**config.mk**
```make
export PLATFORM = sky130hd
export DESIGN_NAME = zsdram_fb_client
export DESIGN_NICKNAME = d
export VERILOG_FILES = /design/src/rtl/zsdram_fb_client.sv
export SDC_FILE = /design/constraint.sdc
export NUM_CORES = 1
export LEC_CHECK = 0
export ABC_AREA = 0
export BUFFER_PORTS_ARGS = -buffer_cell sky130_fd_sc_hd__buf_2
export CAP_MARGIN = 0
export CELL_PAD_IN_SITES_DETAIL_PLACEMENT = 0
export CELL_PAD_IN_SITES_GLOBAL_PLACEMENT = 2
export CORE_UTILIZATION = 49
export CTS_CLUSTER_SIZE = 14
export DETAILED_ROUTE_END_ITERATION = 6
export PLACE_DENSITY = 0.85
export SETUP_SLACK_MARGIN = 0.5
export SYNTH_ARGS = -nofsm -noshare
export SYNTH_HDL_FRONTEND = slang
export SYNTH_SLANG_ARGS = --single-unit
export TNS_END_PERCENT = 100
```
**constraint.sdc**
```tcl
create_clock -name clk -period 6.3 [get_ports clk]
set_clock_uncertainty 0.1 [all_clocks]
set_input_delay 0.63 -clock clk [delete_from_list [all_inputs] [get_ports clk]]
set_output_delay 0.63 -clock clk [all_outputs]
set_load 0.02 [all_outputs]
```
**src/rtl/zsdram_fb_client.sv**
```systemverilog
// zsdram_fb_client
//   Requester-side client of the SDRAM read/write arbiter. Incoming pixels are
//   buffered in a write FIFO and flushed to SDRAM. The display frame is
//   prefetched into a read FIFO for the TFT pixel pipeline. At most one arbiter
//   request is outstanding. Frame addressing is linear and wraps after
//   BASE_ADDR+FRAME_WORDS-1.
//
//   Optional feature macro: ZSDRAM_FB_UNDERRUN_CNT_EN
//     defined     : oUnderrun_Cnt counts cycles where the display asks for a
//                   pixel while the read FIFO is empty (saturating, cleared by
//                   rst or iFrame_Sync)
//     not defined : oUnderrun_Cnt is tied to zero
//
// Ports
//   clk, rst                 system clock, synchronous active-high reset
//   en                       0 blocks new requests; an outstanding one completes
//   iFrame_Sync              restart both address counters, flush read FIFO
//   iWr_Pix_*/oWr_Pix_Ready  write pixel stream into the write FIFO
//   iRd_Pix_Ready/oRd_Pix_*  display side of the read FIFO (fall-through head)
//   oRd_Req/oRd_Addr         read request to the arbiter
//   iRd_Done/iRd_Data        read completion pulse and returned word
//   oWr_Req/oWr_Addr/oWr_Data write request to the arbiter
//   iWr_Done                 write completion pulse
//   oUnderrun_Cnt            display underrun count
module zsdram_fb_client #(
  parameter int unsigned FRAME_WORDS = 130560,
  parameter logic [23:0] BASE_ADDR   = 24'h0,
  parameter int unsigned FIFO_AW     = 4,
  parameter int unsigned RD_LOW_WM   = 4
) (
  input  logic        clk,
  input  logic        rst,
  input  logic        en,
  input  logic        iFrame_Sync,
  input  logic        iWr_Pix_Valid,
  input  logic [15:0] iWr_Pix_Data,
  output logic        oWr_Pix_Ready,
  input  logic        iRd_Pix_Ready,
  output logic        oRd_Pix_Valid,
  output logic [15:0] oRd_Pix_Data,
  output logic        oRd_Req,
  output logic [23:0] oRd_Addr,
  input  logic        iRd_Done,
  input  logic [15:0] iRd_Data,
  output logic        oWr_Req,
  output logic [23:0] oWr_Addr,
  output logic [15:0] oWr_Data,
  input  logic        iWr_Done,
  output logic [15:0] oUnderrun_Cnt
);

  localparam int unsigned DEPTH = 1 << FIFO_AW;

  typedef logic [FIFO_AW-1:0] ptr_t;
  typedef logic [FIFO_AW:0]   cnt_t;

  localparam cnt_t        L_DEPTH   = cnt_t'(DEPTH);
  localparam cnt_t        L_LOW_WM  = cnt_t'(RD_LOW_WM);
  localparam logic [23:0] LAST_ADDR = 24'(BASE_ADDR + FRAME_WORDS - 1);

  typedef enum logic [1:0] {
    ST_IDLE,
    ST_RD_WAIT,
    ST_WR_WAIT
  } state_t;

  function automatic logic [23:0] f_next_addr(input logic [23:0] a);
    return (a == LAST_ADDR) ? BASE_ADDR : a + 24'd1;
  endfunction

  state_t      r_state, w_state_nxt;
  logic        w_issue_rd, w_issue_wr, w_rd_done, w_wr_done;

  // read FIFO
  logic [15:0] r_rd_mem [DEPTH];
  ptr_t        r_rd_wptr, r_rd_rptr;
  cnt_t        r_rd_cnt;
  logic        w_rd_push, w_rd_pop;

  // write FIFO
  logic [15:0] r_wr_mem [DEPTH];
  ptr_t        r_wr_wptr, r_wr_rptr;
  cnt_t        r_wr_cnt;
  logic        w_wr_push, w_wr_pop;

  // address counters and sync bookkeeping
  logic [23:0] r_rd_addr, r_wr_addr;
  logic        r_rd_discard, r_wr_restart;

  // registered request outputs
  logic        r_rd_req, r_wr_req;
  logic [23:0] r_rd_addr_o, r_wr_addr_o;
  logic [15:0] r_wr_data_o;

  // ---------------------------------------------------------------- FSM
  always_ff @(posedge clk) begin
    if (rst) r_state <= ST_IDLE;
    else     r_state <= w_state_nxt;
  end

  always_comb begin
    w_state_nxt = r_state;
    w_issue_rd  = 1'b0;
    w_issue_wr  = 1'b0;
    w_rd_done   = 1'b0;
    w_wr_done   = 1'b0;
    case (r_state)
      ST_IDLE: begin
        if (en) begin
          // low read level preempts writes; otherwise drain writes, then top up reads
          if (r_rd_cnt <= L_LOW_WM && r_rd_cnt < L_DEPTH) w_issue_rd = 1'b1;
          else if (r_wr_cnt != '0)                        w_issue_wr = 1'b1;
          else if (r_rd_cnt < L_DEPTH)                    w_issue_rd = 1'b1;
          if (w_issue_rd)      w_state_nxt = ST_RD_WAIT;
          else if (w_issue_wr) w_state_nxt = ST_WR_WAIT;
        end
      end
      ST_RD_WAIT: begin
        if (iRd_Done) begin
          w_rd_done   = 1'b1;
          w_state_nxt = ST_IDLE;
        end
      end
      ST_WR_WAIT: begin
        if (iWr_Done) begin
          w_wr_done   = 1'b1;
          w_state_nxt = ST_IDLE;
        end
      end
      default: w_state_nxt = ST_IDLE;
    endcase
  end

  // ---------------------------------------------------------------- read FIFO
  // A word returned for a read that was in flight across a frame sync belongs
  // to the old frame and is dropped.
  assign w_rd_push     = w_rd_done && !r_rd_discard && !iFrame_Sync;
  assign oRd_Pix_Valid = (r_rd_cnt != '0);
  assign w_rd_pop      = iRd_Pix_Ready && oRd_Pix_Valid;

  always_ff @(posedge clk) begin
    if (rst || iFrame_Sync) begin
      r_rd_wptr <= '0;
      r_rd_rptr <= '0;
      r_rd_cnt  <= '0;
    end else begin
      if (w_rd_push) r_rd_wptr <= r_rd_wptr + ptr_t'(1);
      if (w_rd_pop)  r_rd_rptr <= r_rd_rptr + ptr_t'(1);
      case ({w_rd_push, w_rd_pop})
        2'b10:   r_rd_cnt <= r_rd_cnt + cnt_t'(1);
        2'b01:   r_rd_cnt <= r_rd_cnt - cnt_t'(1);
        default: r_rd_cnt <= r_rd_cnt;
      endcase
    end
  end

  always_ff @(posedge clk) begin
    if (w_rd_push) r_rd_mem[r_rd_wptr] <= iRd_Data;
  end

  always_comb begin
    oRd_Pix_Data = '0;
    if (oRd_Pix_Valid) oRd_Pix_Data = r_rd_mem[r_rd_rptr];
  end

  // ---------------------------------------------------------------- write FIFO
  assign oWr_Pix_Ready = (r_wr_cnt != L_DEPTH);
  assign w_wr_push     = iWr_Pix_Valid && oWr_Pix_Ready;
  assign w_wr_pop      = w_wr_done;

  always_ff @(posedge clk) begin
    if (rst) begin
      r_wr_wptr <= '0;
      r_wr_rptr <= '0;
      r_wr_cnt  <= '0;
    end else begin
      if (w_wr_push) r_wr_wptr <= r_wr_wptr + ptr_t'(1);
      if (w_wr_pop)  r_wr_rptr <= r_wr_rptr + ptr_t'(1);
      case ({w_wr_push, w_wr_pop})
        2'b10:   r_wr_cnt <= r_wr_cnt + cnt_t'(1);
        2'b01:   r_wr_cnt <= r_wr_cnt - cnt_t'(1);
        default: r_wr_cnt <= r_wr_cnt;
      endcase
    end
  end

  always_ff @(posedge clk) begin
    if (w_wr_push) r_wr_mem[r_wr_wptr] <= iWr_Pix_Data;
  end

  // ---------------------------------------------------------------- addresses
  // The request address is latched at issue, so a sync during a wait can move
  // the counters without disturbing the address the arbiter is working on.
  // The discard/restart flags remember such a sync until the matching Done.
  always_ff @(posedge clk) begin
    if (rst) begin
      r_rd_addr    <= BASE_ADDR;
      r_wr_addr    <= BASE_ADDR;
      r_rd_discard <= 1'b0;
      r_wr_restart <= 1'b0;
    end else begin
      if (iFrame_Sync)    r_rd_addr <= BASE_ADDR;
      else if (w_rd_push) r_rd_addr <= f_next_addr(r_rd_addr);

      if (iFrame_Sync)                     r_wr_addr <= BASE_ADDR;
      else if (w_wr_done && !r_wr_restart) r_wr_addr <= f_next_addr(r_wr_addr);

      r_rd_discard <= (r_state == ST_RD_WAIT) && !iRd_Done && (r_rd_discard || iFrame_Sync);
      r_wr_restart <= (r_state == ST_WR_WAIT) && !iWr_Done && (r_wr_restart || iFrame_Sync);
    end
  end

  // ---------------------------------------------------------------- requests
  always_ff @(posedge clk) begin
    if (rst) begin
      r_rd_req    <= 1'b0;
      r_wr_req    <= 1'b0;
      r_rd_addr_o <= '0;
      r_wr_addr_o <= '0;
      r_wr_data_o <= '0;
    end else begin
      if (w_issue_rd) begin
        r_rd_req    <= 1'b1;
        r_rd_addr_o <= iFrame_Sync ? BASE_ADDR : r_rd_addr;
      end else if (w_rd_done) begin
        r_rd_req    <= 1'b0;
      end

      if (w_issue_wr) begin
        r_wr_req    <= 1'b1;
        r_wr_addr_o <= iFrame_Sync ? BASE_ADDR : r_wr_addr;
        r_wr_data_o <= r_wr_mem[r_wr_rptr];
      end else if (w_wr_done) begin
        r_wr_req    <= 1'b0;
      end
    end
  end

  assign oRd_Req  = r_rd_req;
  assign oRd_Addr = r_rd_addr_o;
  assign oWr_Req  = r_wr_req;
  assign oWr_Addr = r_wr_addr_o;
  assign oWr_Data = r_wr_data_o;

  // ---------------------------------------------------------------- underrun
`ifdef ZSDRAM_FB_UNDERRUN_CNT_EN
  logic [15:0] r_underrun_cnt;

  always_ff @(posedge clk) begin
    if (rst || iFrame_Sync)
      r_underrun_cnt <= '0;
    else if (iRd_Pix_Ready && !oRd_Pix_Valid && r_underrun_cnt != '1)
      r_underrun_cnt <= r_underrun_cnt + 16'd1;
  end

  assign oUnderrun_Cnt = r_underrun_cnt;
`else
  assign oUnderrun_Cnt = '0;
`endif

endmodule

```
==> results.toml, run 1 <==
[run_status]
outcome = "finished, violations left"
violations = "design-rule violations"

[global_routing]
antenna_found_initial = 5
grt_pass1_wl_um = 85660
grt_usage = 0.2134
grt_overflow = 0
grt_pass1_vias = 14090
grt_max_degree = 83

[cells_and_area]
multi_input_area_mm2 = 0.007373
fill_cells = 4088
final_cells = 2487
drive_gt1_frac = 0.2503
seq_area_mm2 = 0.01835
fin_nets = 1803
syn_to_final_growth_pct = 13.47
finish.utilization = 0.5643
design_area_mm2 = 0.02977

[yosys]
netlist.area_leader.share = 0.5860
synth.avg_cell_area_um2 = 16.35
yosys_warnings = 0
yosys.area.top_type = "edfxtp_1"
ys_seq_area_frac = 0.6989
synth_cells = 1605
yosysUniqueCellTypes = 65
synth-seq-cells = 660
yosysMostFrequentCell = "edfxtp_1"
synthTopCellsByCount = "edfxtp_1, dfxtp_1, mux4_2"
synth_edf_count = 512
async_reset_ff_frac = 0
synth_ff_type = "edfxtp_1"
netlist_area_mm2 = 0.02624
synthTopCellsByArea = "edfxtp_1, mux4_2, dfxtp_1"

[floorplan]
pin_count = 140
core_mm2 = 0.05276
dieArea_mm2 = 0.05448
die_y_um = 233.4
fp-row-count = 84
start_util = 0.4973
die_x_um = 233.4

[sta]
max_freq_ghz = 0.2394
rsz0062_at_grt = "no"
relSlewSlack = 0.1882
fin_crit_ps = 4177
fin_ws_ps = 2123
worstMarginPinSlew_ps = 1213
setup_viol = 0
drv_slew = 0
hold_viol = 0
timing.final.crit_share = 0.6630
fin_setup_tns_ps = 0
fin_hold_ws_ps = 139.4

[setup_path]
critPathKind = "reg2out"
cp_top_family = "multiplexers"
crit_fanout = 44
path_cells = "buf_4 > mux4_2 > mux4_2 > and2_1 > buf_2"
cp-start-kind = "flop"
cp_common_cell = "mux4_2"
endpoint_kind = "output pin"
critPathSlowestCell = "dfxtp_4"
max_stage_delay_ps = 920
worstPathArrival_ps = 3450
crit_buf_inv = 2
required_ps = 5570

[placement]
hpwl_um = 32580
gp_congestion = 0.7528
port-buffer-count = 123
dp_cells = 2360
dpl_cell_area_mm2 = 0.02758
pre_cts_slack_ps = 2346

[job]
cap_violations = 0

[cts]
cts_root_buf = "clkbuf_16"
htreeDepth = 3
insertion_delay_ps = 590
cts_sinks = 660
post_cts_resized = 0
path_clk_slew_ps = 60
cts_hold_buf = 0
cts_tree = "yes"
cts_setup_buffers = 0
cts_buffers = 70
cts_buffer_depth = 3

[power]
p_leak_nw = 9.658
power_mw = 8.818
ir_drop_mv = 0.2629
power.density_mw_per_mm2 = 296.2

[drt]
vias_per_cell = 5.712
avgRoutedWirePerCell_um = 22.85
drc = 20
routed-via-count = 14210
finalWirelength_um = 56840
drt-initial-drc-count = 1171
detail-route-antenna-nets = 0
detail_route.first_pass.iterations = 7

[worst_hold_path]
hp-class = "in2reg"
## worst reg2reg max path, delay by kind of cell (launching register included)
| kind | cells | cell delay (ps) |
|---|---|---|
| AOI/OAI and AO/OA | 2 | 450 |
| xor gates and xnor gates | 2 | 330 |
| adders and majority gates | 2 | 540 |
| DFF | 1 | 380 |
| and+or+nand+nor | 4 | 1850 |
## layer usage
layer | part of all wire | up-vias | global-route usage
li1 | - | 6440 | -
met2 | 0.51 | 396 | 0.3593
met1 | 0.42 | 7279 | 0.2856
met4 | 0.018 | 8 | 0.05459
met5 | 0.0011 | - | 0
met3 | 0.055 | 82 | 0.04077
## state kept, by name, summed over array words and instances (netlist names), 5 cells and up, named ones only
register / count
r_wr_addr: 24
r_rd_mem: 256
oWr_Addr: 24
oRd_Addr: 24
r_wr_mem: 256
oWr_Data: 16
r_rd_cnt: 5
r_rd_addr: 24
r_wr_cnt: 5
## cells in the final DEF, fill, tap and decap left out, drive strengths merged, types with 3 or more instances in the layout
cell / n
clkbuf: 88
nand3b: 47
nand2b: 9
a211oi: 4
a21oi: 77
bufinv: 4
edfxtp: 512
or2: 4
ha: 19
xor2: 24
conb: 16
nor4: 17
or4: 5
mux4: 144
o21ai: 9
nand2: 139
xnor2: 37
nand4: 13
nand3: 23
and3: 8
nor3b: 3
nor2: 104
inv: 16
dfxtp: 148
clkinv: 32
mux2i: 5
nor3: 28
and2: 22
and4: 4
buf: 167
or3: 9
a22oi: 34
## power breakdown
group	total, mW	internal (mW)	switching [mW]	leakage, nW
registers	4.72	4.71	0.0129	5.81
logic	0.184	0.0533	0.130	2.77
clock network	3.91	2.29	1.62	1.08
## worst paths after layout
path / to / start / depth (start not counted) / slack, ps
setup / recovery: oRd_Pix_Data[1] / flop / 5 / 2120
hold reg to reg: oWr_Addr[5]$_SDFFE_PP0P_ / oWr_Addr[5]$_SDFFE_PP0P_ / 2 / 350
setup reg to reg: r_rd_cnt[2]$_SDFFE_PP0P_ / r_rd_cnt[1]$_SDFFE_PP0P_ / 10 / 2590
hold / removal: r_rd_discard$_SDFF_PP0_ / iRd_Done / 2 / 140
## cell families (layout without fill, tap and decap cells)
family | count (synthesis) | after routing | share of synthesized area
buffers and inverters | 129 | 307 | 0.02422
DFF | 660 | 660 | 0.6989
muxes | 151 | 151 | 0.1264
AOI/OAI and AO/OA | 141 | 141 | 0.03309
other | 1 | 17 | 0.0001429
xor gates and xnor gates | 61 | 61 | 0.02036
and+or+nand+nor | 443 | 443 | 0.08788
adders and majority gates | 19 | 19 | 0.009060
## layout make-up
class,count,share of cell area
clock buffer,88,0.06358
clock inverter,38,0.009918
inverter,14,0.001765
tap,688,0.02891
antenna,1,0.00008405
timing repair buffer,167,0.03185
multi-input combinational,831,0.2476
sequential,660,0.6162
Note: power is estimated with default switching activity, not from simulation.
==> inputs of run 2 (changes only) <==
Settings changed: CORE_UTILIZATION 49 to 41, PLACE_DENSITY 0.85 to 0.76.
Clock period 6.3 ns to 3.39 ns, I/O delays scaled along.
==> results.toml, run 2 (synthesis gave the netlist of run 1 again) <==
[run_status]
outcome = "complete, no violations"

[power]
clkPwrFrac = 0.458
swShare = 0.2010
ir_drop_mv = 0.4741
power.density_mw_per_mm2 = 543.8
pwr-share-seq = 0.518
p_int_mw = 13.53
p_comb_frac = 0.024
power_mw = 16.94
p_sw_mw = 3.404
p_leak_nw = 10.13

[worst_hold_path]
hp-class = "in2reg"

[drt]
finalWirelength_um = 58660
drc = 0
avgRoutedWirePerCell_um = 21.58
drt-initial-drc-count = 994
vias_per_cell = 5.259
detail-route-antenna-nets = 0
routed-via-count = 14300
detail_route.first_pass.iterations = 7

[floorplan]
fp-row-count = 92
core_mm2 = 0.06320
start_util = 0.4152
dieArea_mm2 = 0.06501
die_y_um = 255.0
die_x_um = 255.0
pin_count = 140

[cts]
cts_sinks = 660
cts_buffers = 71
htreeDepth = 3
insertion_delay_ps = 600
cts_buffer_depth = 3
path_clk_slew_ps = 60
cts_tree = "yes"
cts_root_buf = "clkbuf_16"

[cells_and_area]
final_cell_mix = "edfxtp_1, mux4_2, dfxtp_1"
fin_nets = 1874
syn_to_final_growth_pct = 18.71
top_regs = "r_rd_mem (256), r_wr_mem (256)"
drive_gt1_frac = 0.2735
final_common_cell = "edfxtp_1"
antenna_cells = 0

[sta]
setup_viol = 0
relSlewSlack = 0.3081
worstMarginPinSlew_ps = 1038
fin_setup_tns_ps = 0
timing.final.crit_share = 0.9055
drv_slew = 0
rsz0062_at_grt = "yes"
max_freq_ghz = 0.3258
hold_viol = 0
fin_crit_ps = 3070

[job]
cap_violations = 0

[global_routing]
grt_pass1_wl_um = 87690
grt_max_degree = 84
grt_overflow = 0
antenna_found_initial = 1
grt_pass1_vias = 14300
grt_usage = 0.1821

[setup_path]
required_ps = 2950
path_cells = "buf_12 > buf_16 > mux4_2 > mux4_2 > and2_4 > buf_6"
cp_top_family = "multiplexers"
endpoint_kind = "output pin"
crit_buf_inv = 3
critPathSlowestCell = "mux4_2"
cp_common_cell = "mux4_2"
max_stage_delay_ps = 510
cp-start-kind = "flop"
critPathKind = "reg2out"
worstPathArrival_ps = 2630
crit_fanout = 8

[placement]
gp_congestion = 0.7503
hpwl_um = 33210
port-buffer-count = 123
[run 2: cell count changes in the layout (fill, tap and decap cells not counted), moves of 11 or more]
cell	change
buf_4	+15
buf_6	+14
dlygate4sd3_1	+37
and2_4	+12
buf_2	-11
and2_1	-12
[run 2: through the flow]
stage	hold slack, ps	std cells	instance area [um^2]	util	setup slack, ps
4_1_cts	25.05	2713	30980	0.4902	261.8
3_5_place_dp	341.2	2536	28010	0.4433	375.1
5_1_grt	81.83	2718	31150	0.4929	247.7
2_1_floorplan	315.0	1620	26340	-	420.5
6_report	66.53	2718	31150	0.4929	320.4
3_3_place_gp	337.6	2536	28010	0.4433	410.4
[run 2: power by group through the flow]
stage	Sequential, mW	Clock (mW)	Combinational [mW]
after floorplan	8.95	0	0.206
after global placement	8.95	0	0.345
after detailed placement	8.95	0	0.356
after CTS	8.77	7.95	0.401
after global routing	8.78	8.24	0.445
final	8.78	7.76	0.404
[run 2: repair_timing]
item	4_1_cts	5_1_grt
hold buffers	37	0
pin swaps	1	2
setup buffers	7	4
gates cloned	3	1
resized for setup	21	37
hold endpoints to repair	510	0
endpoints found under the setup margin	18	19
[run 2: final timing paths]
path | startpoint | endpoint | slack (ps) | cells past startpoint
setup / recovery | flop | oRd_Pix_Data[4] | 320 | 6
hold / removal | iRd_Pix_Ready | r_rd_rptr[3]$_SDFFE_PP0P_ | 70 | 4
setup reg to reg | r_wr_cnt[1]$_SDFFE_PP0P_ | r_wr_cnt[4]$_SDFFE_PP0P_ | 580 | 11
hold reg to reg | oRd_Addr[9]$_SDFFE_PP0P_ | oRd_Addr[9]$_SDFFE_PP0P_ | 350 | 2
[run 2: cell type report]
type / count / area [um^2]
clock inverter: 30 / 382.9
fill: 5260 / 32050
inverter: 14 / 56.30
clock buffer: 100 / 1979
sequential: 660 / 18360
timing repair buffer: 237 / 1864
multi-input combinational: 831 / 7450
tap: 846 / 1059
[run 2: tightest hold or removal path: stages]
cell	delay, ps
buf_2	150
nand3_1	90
xor2_1	70
nor2_1	70
[run 2: metal layers]
metal / GRT usage / wire, um / up-vias
li1: - / - / 6580
met5: 0 / 12 / -
met1: 0.2421 / 25330 / 7321
met3: 0.03366 / 2794 / 76
met2: 0.3068 / 29440 / 316
met4: 0.04910 / 1084 / 2
